`config.mk`:
```
export PLATFORM = sky130hd
export DESIGN_NAME = alu_word_sequencer
export DESIGN_NICKNAME = d
export VERILOG_FILES = /design/src/rtl/alu_word_sequencer_pkg.sv /design/src/rtl/alu_word_sequencer_alu.sv /design/src/rtl/alu_word_sequencer.sv
export SDC_FILE = /design/constraint.sdc
export NUM_CORES = 1
export LEC_CHECK = 0
export CAP_MARGIN = 20
export CORE_ASPECT_RATIO = 0.6
export CORE_MARGIN = 2
export CORE_UTILIZATION = 40
export CTS_CLUSTER_SIZE = 40
export DETAILED_ROUTE_END_ITERATION = 7
export REMOVE_ABC_BUFFERS = 1
export SLEW_MARGIN = 5
export SYNTH_ARGS = -nofsm -noshare
export SYNTH_HDL_FRONTEND = slang
export SYNTH_HIERARCHICAL = 1
export SYNTH_SLANG_ARGS = --single-unit
```
`constraint.sdc`:
```
create_clock -name Clk -period 6.1 [get_ports Clk]
set_input_delay 1.525 -clock Clk [delete_from_list [all_inputs] [get_ports Clk]]
set_output_delay 1.525 -clock Clk [all_outputs]
set_load 0.03 [all_outputs]
```
`src/rtl/alu_word_sequencer_pkg.sv`:
```
// Shared op codes, flag bit positions and FSM states for the multi-word ALU sequencer.
package alu_word_sequencer_pkg;

  localparam int unsigned OpW = 4;

  localparam logic [OpW-1:0] OP_ADD = 4'd0;
  localparam logic [OpW-1:0] OP_SUB = 4'd1;
  localparam logic [OpW-1:0] OP_AND = 4'd2;
  localparam logic [OpW-1:0] OP_OR  = 4'd3;
  localparam logic [OpW-1:0] OP_XOR = 4'd4;

  // Flag vector layout {V,N,C,Z}
  localparam int unsigned FLAG_Z = 0;
  localparam int unsigned FLAG_C = 1;
  localparam int unsigned FLAG_N = 2;
  localparam int unsigned FLAG_V = 3;

  typedef enum logic [1:0] {
    ST_IDLE = 2'd0,
    ST_RUN  = 2'd1,
    ST_DONE = 2'd2
  } state_t;

  function automatic logic op_valid(input logic [OpW-1:0] op);
    return op <= OP_XOR;
  endfunction

endpackage

```
`src/rtl/alu_word_sequencer_alu.sv`:
```
// Single-word combinational ALU shared by the sequencer; only IFlags[C] is consumed.
module alu_word_sequencer_alu
  import alu_word_sequencer_pkg::*;
#(
  parameter int unsigned DataWidth = 8
) (
  input  logic [DataWidth-1:0] A,
  input  logic [DataWidth-1:0] B,
  input  logic [OpW-1:0]       FuncOp,
  input  logic [3:0]           IFlags,
  output logic [DataWidth-1:0] Y,
  output logic [3:0]           OFlags
);

  localparam int unsigned SumW = DataWidth + 1;
  localparam int unsigned Msb  = DataWidth - 1;

  logic [SumW-1:0] sum;
  logic            c_out;
  logic            v_out;
  logic            unused_iflags;

  assign unused_iflags = ^{IFlags[FLAG_V], IFlags[FLAG_N], IFlags[FLAG_Z]};

  always_comb begin
    sum    = '0;
    Y      = '0;
    c_out  = 1'b0;
    v_out  = 1'b0;
    OFlags = '0;
    case (FuncOp)
      OP_ADD: begin
        sum   = SumW'(A) + SumW'(B) + SumW'(IFlags[FLAG_C]);
        Y     = sum[Msb:0];
        c_out = sum[DataWidth];
        v_out = (A[Msb] == B[Msb]) && (Y[Msb] != A[Msb]);
      end
      // Plain subtract without borrow-in; C reports no-borrow
      OP_SUB: begin
        sum   = SumW'(A) - SumW'(B);
        Y     = sum[Msb:0];
        c_out = ~sum[DataWidth];
        v_out = (A[Msb] != B[Msb]) && (Y[Msb] != A[Msb]);
      end
      OP_AND:  Y = A & B;
      OP_OR:   Y = A | B;
      OP_XOR:  Y = A ^ B;
      default: Y = '0;
    endcase
    OFlags[FLAG_V] = v_out;
    OFlags[FLAG_N] = Y[Msb];
    OFlags[FLAG_C] = c_out;
    OFlags[FLAG_Z] = (Y == '0);
  end

endmodule

```
`src/rtl/alu_word_sequencer.sv`:
```
// Runs one Words x DataWidth operation through the shared ALU, LSB word first, chaining carry.
// Optional macro ALU_SEQ_SBC_EN: Sub takes CarryIn as word-0 not-borrow instead of forcing 1.
module alu_word_sequencer
  import alu_word_sequencer_pkg::*;
#(
  parameter int unsigned DataWidth = 8,
  parameter int unsigned Words     = 4,
  parameter int unsigned FlagBits  = 4
) (
  input  logic                         Clk,
  input  logic                         Reset,
  input  logic                         Start,
  input  logic [OpW-1:0]               Op,
  input  logic                         CarryIn,
  input  logic [DataWidth*Words-1:0]   OpA,
  input  logic [DataWidth*Words-1:0]   OpB,
  output logic                         Busy,
  output logic                         Done,
  output logic                         Err,
  output logic [DataWidth*Words-1:0]   Result,
  output logic [FlagBits-1:0]          Flags
);

  localparam int unsigned WideW = DataWidth * Words;
  localparam int unsigned IdxW  = (Words > 1) ? $clog2(Words) : 1;
  localparam int unsigned Msb   = DataWidth - 1;

  state_t              state_q;
  logic [IdxW-1:0]     idx_q;
  logic [OpW-1:0]      op_q;
  logic                cin_q;
  logic                carry_q;
  logic                zacc_q;
  logic                busy_q;
  logic                done_q;
  logic                err_q;
  logic [WideW-1:0]    a_q;
  logic [WideW-1:0]    b_q;
  logic [WideW-1:0]    result_q;
  logic [FlagBits-1:0] flags_q;
  logic [FlagBits-1:0] flags_d;

  logic [31:0]          word_lsb;
  logic [DataWidth-1:0] a_word;
  logic [DataWidth-1:0] b_word;
  logic [DataWidth-1:0] alu_b;
  logic [DataWidth-1:0] alu_y;
  logic [OpW-1:0]       alu_op;
  logic [3:0]           alu_iflags;
  logic [3:0]           alu_oflags;
  logic                 is_sub;
  logic                 is_arith;
  logic                 first_cin;
  logic                 last_word;

  // Word slicing and ALU drive; Sub is issued as Add of the inverted B word
  always_comb begin
    word_lsb  = 32'(idx_q) * 32'(DataWidth);
    a_word    = a_q[word_lsb +: DataWidth];
    b_word    = b_q[word_lsb +: DataWidth];
    is_sub    = (op_q == OP_SUB);
    is_arith  = (op_q == OP_ADD) || is_sub;
    alu_b     = is_sub ? ~b_word : b_word;
    alu_op    = is_sub ? OP_ADD : op_q;
    last_word = (idx_q == IdxW'(Words - 1));
`ifdef ALU_SEQ_SBC_EN
    first_cin = cin_q;
`else
    first_cin = is_sub ? 1'b1 : cin_q;
`endif
    alu_iflags         = '0;
    alu_iflags[FLAG_C] = (idx_q == '0) ? first_cin : carry_q;
  end

  // Aggregate flags loaded on the top-word write
  always_comb begin
    flags_d         = '0;
    flags_d[FLAG_Z] = zacc_q & alu_oflags[FLAG_Z];
    if (is_arith) begin
      flags_d[FLAG_C] = alu_oflags[FLAG_C];
      flags_d[FLAG_N] = alu_oflags[FLAG_N];
      flags_d[FLAG_V] = alu_oflags[FLAG_V];
    end else begin
      flags_d[FLAG_N] = alu_y[Msb];
    end
  end

  alu_word_sequencer_alu #(
    .DataWidth(DataWidth)
  ) u_alu (
    .A      (a_word),
    .B      (alu_b),
    .FuncOp (alu_op),
    .IFlags (alu_iflags),
    .Y      (alu_y),
    .OFlags (alu_oflags)
  );

  always_ff @(posedge Clk or posedge Reset) begin
    if (Reset) begin
      state_q  <= ST_IDLE;
      idx_q    <= '0;
      op_q     <= '0;
      cin_q    <= 1'b0;
      carry_q  <= 1'b0;
      zacc_q   <= 1'b1;
      busy_q   <= 1'b0;
      done_q   <= 1'b0;
      err_q    <= 1'b0;
      a_q      <= '0;
      b_q      <= '0;
      result_q <= '0;
      flags_q  <= '0;
    end else begin
      done_q <= 1'b0;
      case (state_q)
        ST_IDLE, ST_DONE: begin
          if (Start) begin
            a_q     <= OpA;
            b_q     <= OpB;
            op_q    <= Op;
            cin_q   <= CarryIn;
            idx_q   <= '0;
            zacc_q  <= 1'b1;
            carry_q <= 1'b0;
            if (op_valid(Op)) begin
              state_q <= ST_RUN;
              busy_q  <= 1'b1;
              err_q   <= 1'b0;
            end else begin
              state_q  <= ST_DONE;
              done_q   <= 1'b1;
              err_q    <= 1'b1;
              result_q <= '0;
              flags_q  <= '0;
            end
          end else begin
            state_q <= ST_IDLE;
          end
        end
        ST_RUN: begin
          result_q[word_lsb +: DataWidth] <= alu_y;
          carry_q <= alu_oflags[FLAG_C];
          zacc_q  <= zacc_q & alu_oflags[FLAG_Z];
          if (last_word) begin
            state_q <= ST_DONE;
            busy_q  <= 1'b0;
            done_q  <= 1'b1;
            flags_q <= flags_d;
          end else begin
            idx_q <= idx_q + IdxW'(1);
          end
        end
        default: begin
          state_q <= ST_IDLE;
          busy_q  <= 1'b0;
        end
      endcase
    end
  end

  assign Busy   = busy_q;
  assign Done   = done_q;
  assign Err    = err_q;
  assign Result = result_q;
  assign Flags  = flags_q;

endmodule

```
==> impl_metrics.env <==
export IMPL_grt_max_degree=73
export IMPL_fin_tns_setup_ps=0
export IMPL_holdPathStages=2
export IMPL_p_int_mw=2.73
export IMPL_start_kind="register"
export IMPL_cts_sinks=114
export IMPL_maxCapViolations=0
export IMPL_fin_ws_ps=1270
export IMPL_seqPwrFrac=0.241
export IMPL_fin_nets=872
export IMPL_synthCells=670
export IMPL_syn_area_per_cell_sq_um=9.56
export IMPL_hpwl_mm=12.7
export IMPL_antenna_found_initial=0
export IMPL_min_path_type="register to register"
export IMPL_track_usage=0.212
export IMPL_pwr_density_cell_mw_per_mm2=608
export IMPL_dieHeight_um=102
export IMPL_path_clk_slew_ps=60
export IMPL_syn_to_final_growth_pct=28.3
export IMPL_finClkSkew_ps=13.5
export IMPL_diodes=0
export IMPL_drc=10
export IMPL_ios=111
export IMPL_vdd_drop_max_mv=0.205
export IMPL_hp_start="b_q[28]"
export IMPL_reg2reg_setup_slack_ps=1270
export IMPL_cts_buffers_inserted=17
export IMPL_rsz0062_at_grt="false"
export IMPL_r2r_start="op_q[1]"
export IMPL_syn_area_sq_mm=0.00640
export IMPL_cts_max_path_buffers=2
export IMPL_dieArea_sq_mm=0.0171
export IMPL_clock_latency_ps=410
export IMPL_arrival_ps=5140
export IMPL_min_to="b_q[28]"
export IMPL_place_ws_ps=1280
export IMPL_status="finished with violations"
export IMPL_finalPower_mw=5.00
export IMPL_net_switching_power_mw=2.26
export IMPL_drive_gt1_frac=0.124
export IMPL_maxSlewHeadroom=0.261
export IMPL_yosysWarnings=6
export IMPL_finalCriticalPeriod_ps=4830
export IMPL_crit_fanout=19
export IMPL_slew_violations=0
export IMPL_ff2ff_path_depth=13
export IMPL_ant_nets=0
export IMPL_portBuffers=110
export IMPL_cp_required_ps=6410
export IMPL_cp_end_kind="register"
export IMPL_grt_pass1_wl_mm=28.0
export IMPL_firstDrtPassIters=7
export IMPL_power_frac_comb=0.551
export IMPL_violations="design-rule violations"
export IMPL_setup_viol=0
export IMPL_post_route_period_util=0.791
export IMPL_row_count=35
export IMPL_cts_hold_buf=0
export IMPL_p_clk_frac=0.208
export IMPL_grt_pass1_vias=5165
export IMPL_clock_fmax_mhz=207
export IMPL_r2r_end="Flags[0]"
export IMPL_drt_wl_total_mm=17.1
export IMPL_hold_violations=0
export IMPL_crit_type="register to register"
export IMPL_ctsHtreeMaxLevel=4
export IMPL_worst_slew_pin_slew_ps=1090
export IMPL_vias=5197
export IMPL_die_x_um=167
export IMPL_initial_core_util=0.413
export IMPL_netSwitchingFraction=0.453
export IMPL_cts_resized=0
export IMPL_initialDrtViolationCount=366
export IMPL_avgRoutedWirePerCell_um=17.4
export IMPL_avgViaCountPerCell=5.29
export IMPL_p_leak_nw=3.79
export IMPL_grt_ovfl_total=0
export IMPL_gp_congestion=0.875
export IMPL_cts_tree="done"
export IMPL_post_cts_buffers=0
export IMPL_core_area_sq_mm=0.0155
export IMPL_cts_root_buffer="clkbuf_16"
layout make-up:
class / count / area, sq um
Tap cell: 203 / 254
Sequential cell: 114 / 2850
Clock buffer: 19 / 443
Clock inverter: 13 / 175
Multi-Input combinational cell: 485 / 3210
Timing Repair Buffer: 120 / 1170
Inverter: 29 / 111
Fill cell: 1444 / 7280
worst max-delay path: stages (launching register included):
cell      delay (ps)
dfrtp_1          590
nor3_1           540
nand2_2          330
xnor2_1          300
fa_1             490
fa_1             440
xor2_1           160
a32oi_1          180
o211ai_1         270
or4b_1           570
or4_1            470
nor3_2           150
nand2_1           90
o22ai_1          150
cells in the final DEF, fill, tap and decap left out, types with 12 or more instances in the layout:
master and count:
a22o_2 20, inv_1 28, nand2_1 239, dfrtp_1 113
clkbuf_16 17, clkdlybuf4s50_1 110, o21ai_0 12, nor2_1 14
ha_1 30, mux4_2 16
power groups by stage:
| stage | clock [mW] | sequential [mW] | combinational, mW |
|---|---|---|---|
| 3_3_place_gp | 0 | 1.20 | 2.73 |
| 6_report | 1.04 | 1.20 | 2.75 |
| 4_1_cts | 1.06 | 1.20 | 2.74 |
| 2_1_floorplan | 0 | 1.23 | 1.85 |
| 5_1_grt | 1.10 | 1.24 | 3.06 |
| 3_5_place_dp | 0 | 1.21 | 2.72 |
state kept, by name, indices dropped and copies added, names as in the netlist:
signal	cells
Done	1
zacc_q	1
Flags	4
cin_q	1
a_q	32
b_q	32
state_q	2
idx_q	2
Err	1
Busy	1
op_q	4
carry_q	1
Result	32
through the flow:
step	util	cell area, sq um	cells	hold slack (ps)
final	0.530	8220	983	470
after global routing	0.530	8220	983	491
after CTS	0.530	8220	982	473
after detailed placement	0.490	7600	950	459
after global placement	0.490	7600	950	454
after floorplan	-	6160	628	440
how the worst max path moves through the flow:
stage | from | endpoint | slack [ps]
floorplan | Reset | Busy | 1560
global route | op_q[1] | zacc_q | 770
finish | op_q[1] | Flags[0] | 1270
detailed placement | op_q[1] | Flags[0] | 1280
global placement | op_q[1] | Flags[0] | 1410
CTS | op_q[1] | Flags[0] | 1280
layer usage:
metal | wire length [um] | vias up | part of all wire | GRT usage
met1 | 9220 | 2582 | 0.54 | 0.329
met2 | 7010 | 135 | 0.41 | 0.303
met5 | 0 | - | 0 | 0
li1 | - | 2476 | - | -
met4 | 53 | 0 | 0.0031 | 0.0408
met3 | 816 | 4 | 0.048 | 0.0480
Power figures use the tool's default switching activity.
